### src/rtl/sram_ctl_pkg.sv
// Shared defaults and read-side FSM encoding for the packet fifo -> SRAM path.
package sram_ctl_pkg;
    localparam int DATA_WIDTH_DEF  = 16;
    localparam int ADDR_WIDTH_DEF  = 10;
    localparam int MAX_PKT_LEN_DEF = 64;

    typedef enum logic [1:0] {
        IDLE = 2'd0,
        BODY = 2'd1,
        DROP = 2'd2,
        DONE = 2'd3
    } rd_state_t;
endpackage

### src/rtl/fifo_pkt_reader.sv
// Pops framed words from the packet fifo, stores payload at a wrapping SRAM pointer
// and emits one descriptor (base, length, error) per packet.
module fifo_pkt_reader
    import sram_ctl_pkg::*;
#(
    parameter int DATA_WIDTH  = DATA_WIDTH_DEF,
    parameter int ADDR_WIDTH  = ADDR_WIDTH_DEF,
    parameter int MAX_PKT_LEN = MAX_PKT_LEN_DEF,
    localparam int LEN_W      = $clog2(MAX_PKT_LEN) + 1
) (
    input  logic                  clk,
    input  logic                  rst,
    input  logic                  ready,
    input  logic                  overflow,
    input  logic                  sop,
    input  logic                  eop,
    input  logic                  vld,
    input  logic [DATA_WIDTH-1:0] out_data,
    output logic                  next_data,
    input  logic                  sram_busy,
    output logic                  sram_wr_en,
    output logic [ADDR_WIDTH-1:0] sram_addr,
    output logic [DATA_WIDTH-1:0] sram_wdata,
    output logic                  pkt_done,
    output logic [ADDR_WIDTH-1:0] pkt_base,
    output logic [LEN_W-1:0]      pkt_len,
    output logic                  pkt_err,
    output logic                  ovf_seen
);
    localparam logic [LEN_W-1:0] MAX_LEN = LEN_W'(MAX_PKT_LEN);
    localparam logic [LEN_W-1:0] ONE_LEN = LEN_W'(1);

    rd_state_t             state_reg, state_next;
    logic                  active_reg, outstanding_reg, wr_en_reg;
    logic                  abort_pend_reg, err_reg, ovf_reg;
    logic [ADDR_WIDTH-1:0] wr_ptr_reg, base_reg, abt_base_reg;
    logic [LEN_W-1:0]      len_reg, abt_len_reg;
    logic [DATA_WIDTH-1:0] wdata_reg;

    logic             word_vld, accept, stall, done_fire;
    logic             store, head, abort, grow;
    logic [LEN_W-1:0] len_inc;

    assign word_vld  = vld & outstanding_reg;
    assign accept    = wr_en_reg & ~sram_busy;
    assign stall     = wr_en_reg & sram_busy;
    assign len_inc   = len_reg + 1'b1;
    // An aborted descriptor owns its cycle; the following packet's strobe waits.
    assign done_fire = (state_reg == DONE) & ~abort_pend_reg & ~stall;

    assign next_data = active_reg & ready & ~outstanding_reg & ~stall & (state_reg != DONE);

    always_comb begin
        state_next = state_reg;
        store      = 1'b0;
        head       = 1'b0;
        abort      = 1'b0;
        grow       = 1'b0;
        case (state_reg)
            IDLE, BODY, DROP: begin
                if (word_vld && sop) begin
                    abort = (state_reg != IDLE);
                    head  = 1'b1;
                    store = 1'b1;
                    if (eop)                  state_next = DONE;
                    else if (ONE_LEN == MAX_LEN) state_next = DROP;
                    else                      state_next = BODY;
                end else if (word_vld && state_reg == BODY) begin
                    store = 1'b1;
                    grow  = 1'b1;
                    if (eop)                  state_next = DONE;
                    else if (len_inc == MAX_LEN) state_next = DROP;
                end else if (word_vld && state_reg == DROP && eop) begin
                    state_next = DONE;
                end
            end
            DONE: begin
                if (done_fire) state_next = IDLE;
            end
            default: state_next = IDLE;
        endcase
    end

    always_ff @(posedge clk or negedge rst) begin
        if (!rst) begin
            state_reg       <= IDLE;
            active_reg      <= 1'b0;
            outstanding_reg <= 1'b0;
            wr_en_reg       <= 1'b0;
            abort_pend_reg  <= 1'b0;
            err_reg         <= 1'b0;
            ovf_reg         <= 1'b0;
            wr_ptr_reg      <= '0;
            base_reg        <= '0;
            abt_base_reg    <= '0;
            len_reg         <= '0;
            abt_len_reg     <= '0;
            wdata_reg       <= '0;
        end else begin
            state_reg       <= state_next;
            active_reg      <= 1'b1;
            outstanding_reg <= next_data;
            ovf_reg         <= ovf_reg | overflow;
            abort_pend_reg  <= abort;
            if (abort) begin
                abt_base_reg <= base_reg;
                abt_len_reg  <= len_reg;
            end
            if (head) begin
                base_reg <= wr_ptr_reg;
                len_reg  <= ONE_LEN;
            end else if (grow) begin
                len_reg <= len_inc;
            end
            if (head)                    err_reg <= (state_next == DROP);
            else if (state_next == DROP) err_reg <= 1'b1;
            // Pop gating guarantees the write register is free whenever a word lands.
            if (store) begin
                wr_en_reg <= 1'b1;
                wdata_reg <= out_data;
            end else if (accept) begin
                wr_en_reg <= 1'b0;
            end
            if (accept) wr_ptr_reg <= wr_ptr_reg + 1'b1;
        end
    end

    assign sram_wr_en = wr_en_reg;
    assign sram_addr  = wr_ptr_reg;
    assign sram_wdata = wdata_reg;
    assign pkt_done   = abort_pend_reg | done_fire;
    assign pkt_base   = abort_pend_reg ? abt_base_reg : base_reg;
    assign pkt_len    = abort_pend_reg ? abt_len_reg : len_reg;
    assign pkt_err    = abort_pend_reg | err_reg;
    assign ovf_seen   = ovf_reg;
endmodule

### config.mk
export PLATFORM = sky130hd
export DESIGN_NAME = fifo_pkt_reader
export DESIGN_NICKNAME = d
export VERILOG_FILES = /design/src/rtl/sram_ctl_pkg.sv /design/src/rtl/fifo_pkt_reader.sv
export SDC_FILE = /design/constraint.sdc
export NUM_CORES = 1
export LEC_CHECK = 0
export CORE_MARGIN = 5
export CORE_UTILIZATION = 46
export CTS_BUF_LIST = sky130_fd_sc_hd__clkbuf_8
export CTS_CLUSTER_SIZE = 16
export DETAILED_ROUTE_END_ITERATION = 7
export PLACE_DENSITY = 0.81
export SYNTH_ARGS = -nofsm -noshare
export SYNTH_HDL_FRONTEND = slang
export SYNTH_SLANG_ARGS = --single-unit
### constraint.sdc
create_clock -name clk -period 1.6 [get_ports clk]
set_input_delay 0.16 -clock clk [delete_from_list [all_inputs] [get_ports clk]]
set_output_delay 0.16 -clock clk [all_outputs]
set_load 0.1 [all_outputs]
==> results.yml <==
detailed_routing:
  avgViaCountPerCell: 5.301
  final_antenna_net_count: 0
  detail_route.first_pass.iterations: 4
  post-route-drc-count: 0
  vias: 2184
  routed_wl_um: 7193
  final_routed_wire_length_divided_by_cell_count_um: 17.46
  drt-initial-drc-count: 79
place:
  detailedPlacementHpwl_um: 4854
  io_buffers: 71
  place_inst: 387
  place_congestion: 0.8270
  place_worst_setup_slack_ps: -163.6
grt:
  first_global_vias: 2266
  antenna_found_initial: 0
  grt_usage_pct: 17.55
  first_pass_grt_wire_length_um: 11370
  grt_remaining_overflow: 0
  grt_start_max_net_pins: 69
synthesis:
  synth_top_area_cell: "sky130_fd_sc_hd__dfrtp_1"
  ys_seq_area_share_pct: 55.62
  synthesis.yosys.warnings: 0
  cells_after_synthesis: 229
  synth_cell_type_count: 47
  synth_compound_area_share_pct: 5.235
  post_synth_mux_area_share_pct: 22.90
  syn_avg_cell_area_sq_um: 13.36
  yosys-top-cells-count: "sky130_fd_sc_hd__dfrtp_1 (68), sky130_fd_sc_hd__mux2_2 (38), sky130_fd_sc_hd__nand2_1 (21)"
  synthAdderAreaFrac_pct: 0.8180
  mappedNetlistArea_sq_um: 3059
  post_synth_and_or_nand_nor_area_fraction_pct: 9.816
  synthMostInstantiatedCell: "sky130_fd_sc_hd__dfrtp_1"
  synth.top_cell.area_share_pct: 55.62
  yosys_register_bits: 68
  nets_in_the_synthesized_netlist: 255
  synth.top_cells.by_area: "sky130_fd_sc_hd__dfrtp_1 (56%), sky130_fd_sc_hd__mux2_2 (14%), sky130_fd_sc_hd__mux2_1 (6.6%)"
  synth-edff-count: 0
  proportion_of_register_bits_with_asynchronous_set_or_reset_after_synthesis_pct: 100.0
  yosys_most_used_dff: "sky130_fd_sc_hd__dfrtp_1"
  main_combinational_cell_family_by_area_after_synthesis: "multiplexers"
  synth_xor_area_share_pct: 2.863
flow_run:
  drv_cap: 0
power_and_ir_drop:
  post-layout-total-power_mw: 9.269
  sequentialPowerShare_pct: 28.6
  clkPwrFrac_pct: 16.2
  max-vdd-ir-drop_v: 0.001738
  p_sw_mw: 4.442
  cellInternalPower_mw: 4.827
  switching_share_pct: 47.92
  portion_of_total_power_attributed_to_combinational_logic_pct: 55.3
  p_per_area_nw_per_um2: 1887
  power_leakage_nw: 2.228
clock_tree:
  clock_latency_ps: 370
  clkSlewWorstSetupHoldPaths_ps: 90
  clock_sinks: 68
  ctsLongestPathBuffers: 2
  cts-htree-levels: 3
  cts_tree: "yes"
  cts-buffers-inserted: 9
  root_buffer: "sky130_fd_sc_hd__clkbuf_8"
sta:
  fmax_ghz: 0.6094
  rsz0062_at_grt: "true"
  hold_slack_ps: 346.0
  finClkSkew_ps: 15.05
  final_max_slew_viol_count: 0
  finalWorstSetupSlack_ps: -40.89
  layout_worst_path_cycle_share_pct: 102.6
  layout_min_cycle_time_ps: 1641
  finalSetupViolCount: 16
  final-hold-violation-count: 0
setup_path:
  critical_path_required_ps: 1440
  worst_r2r_startpoint: "state_reg[1]"
  ff2ff_path_depth: 5
  worstPathArrival_ps: 1480
  reg2reg_setup_slack_ps: 60
  critical_path_class: "reg -> out"
  critical_path.max_fanout: 5
  start_kind: "register"
  endpoint_kind: "output pin"
  critical_path.reg2reg.endpoint: "err_reg"
final_layout:
  post_layout_nonfiller_instances: 412
  finalNetCount: 356
  area_growth_syn_to_layout_pct: 60.53
  largest_register_ff_count: 16
  share_of_post_route_cells_with_drive_strength_above_1_pct: 48.36
  num_antenna_cells: 0
floorplan:
  dieWidth_um: 91.55
  num_io_pins: 72
  start_util_pct: 47.63
  core-area_sq_um: 6422
  floorplan.die_area_sq_um: 8381
  fp-row-count: 29
  die-height_um: 91.55
outcome:
  failing_checks: "setup timing"
  run_status: "finished with violations"
min_path:
  hold_path_class: "in -> async"
layer usage:
metal  track usage [%]  share of wire (%)  up-vias
met4             7.663                2.3        0
met1             21.13                 39     1107
li1                  -                  -     1014
met2             29.09                 54       51
met3             5.289                4.6       12
met5                 0                  0        -
logic make-up after synthesis:
logic type	after synthesis
flops	68
buf+inv	11
compound gates	20
simple gates	56
mux	61
other cells	1
fa+ha+maj	2
xor+xnor	10
critical path, stage by stage, from the launching register on:
cell and delay (ps):
sky130_fd_sc_hd__dfrtp_2 470, sky130_fd_sc_hd__buf_6 160, sky130_fd_sc_hd__mux2_4 320, sky130_fd_sc_hd__buf_12 170
worst max path at each step:
stage               cells after the start            from  slack (ps)              end
finish                                  3  abort_pend_reg         -40      pkt_base[0]
global route                            3  abort_pend_reg         -80      pkt_base[0]
CTS                                     3  abort_pend_reg         -50      pkt_base[1]
detailed placement                      7             vld        -160          err_reg
global placement                        7             vld        -110          err_reg
floorplan                               3      sram_wr_en        -150  outstanding_reg
layout by cell type, fill, tap and decap left out, types with 3 or more instances in the layout:
master | synthesis | routed
sky130_fd_sc_hd__inv_6 | 0 | 3
sky130_fd_sc_hd__xnor2_1 | 7 | 7
sky130_fd_sc_hd__nand3_1 | 5 | 4
sky130_fd_sc_hd__clkbuf_8 | 0 | 9
sky130_fd_sc_hd__mux2_1 | 18 | 18
sky130_fd_sc_hd__nand2_1 | 21 | 17
sky130_fd_sc_hd__xor2_1 | 3 | 3
sky130_fd_sc_hd__buf_12 | 0 | 52
sky130_fd_sc_hd__dfrtp_2 | 0 | 10
sky130_fd_sc_hd__nor2_1 | 7 | 7
sky130_fd_sc_hd__clkdlybuf4s50_1 | 0 | 22
sky130_fd_sc_hd__buf_4 | 0 | 17
sky130_fd_sc_hd__mux2_4 | 4 | 20
sky130_fd_sc_hd__dfrtp_1 | 68 | 57
sky130_fd_sc_hd__buf_6 | 5 | 6
sky130_fd_sc_hd__mux2_2 | 38 | 22
stage by stage:
stage | instance area, sq um | utilization, % | TNS, ps
2_1_floorplan | 3102 | - | -244.1
3_3_place_gp | 4504 | 70.13 | -1961
3_5_place_dp | 4504 | 70.13 | -3564
4_1_cts | 4842 | 75.39 | -514.4
5_1_grt | 4911 | 76.47 | -1140
6_report | 4911 | 76.47 | -388.9
power by group through the flow:
stage	sequential (mW)	combinational (mW)	clock (mW)
floorplan	4.30	1.35	0
global placement	2.61	4.98	0
detailed placement	2.65	5.03	0
CTS	2.63	5.11	1.53
global route	2.71	5.27	1.60
finish	2.65	5.12	1.50
timing repair:
item / 4_1_cts / 5_1_grt
pin swaps: 1 / 1
hold buffers: 1 / 0
resized for setup: 28 / 11
endpoints found under the setup margin: 18 / 55
gates cloned: 2 / 0
setup buffers: 2 / 4
endpoints found under the hold margin: 68 / 0
cell type report:
cell class                      count  area (sq um)
Inverter                            2         7.507
Multi-Input combinational cell    150          1411
Clock inverter                      7         82.58
Timing Repair Buffer               99          1471
Sequential cell                    68          1718
Clock buffer                        9         123.9
Fill cell                         382          1511
Tap cell                           77         96.34
No activity file was read; power rests on OpenSTA's default activity.
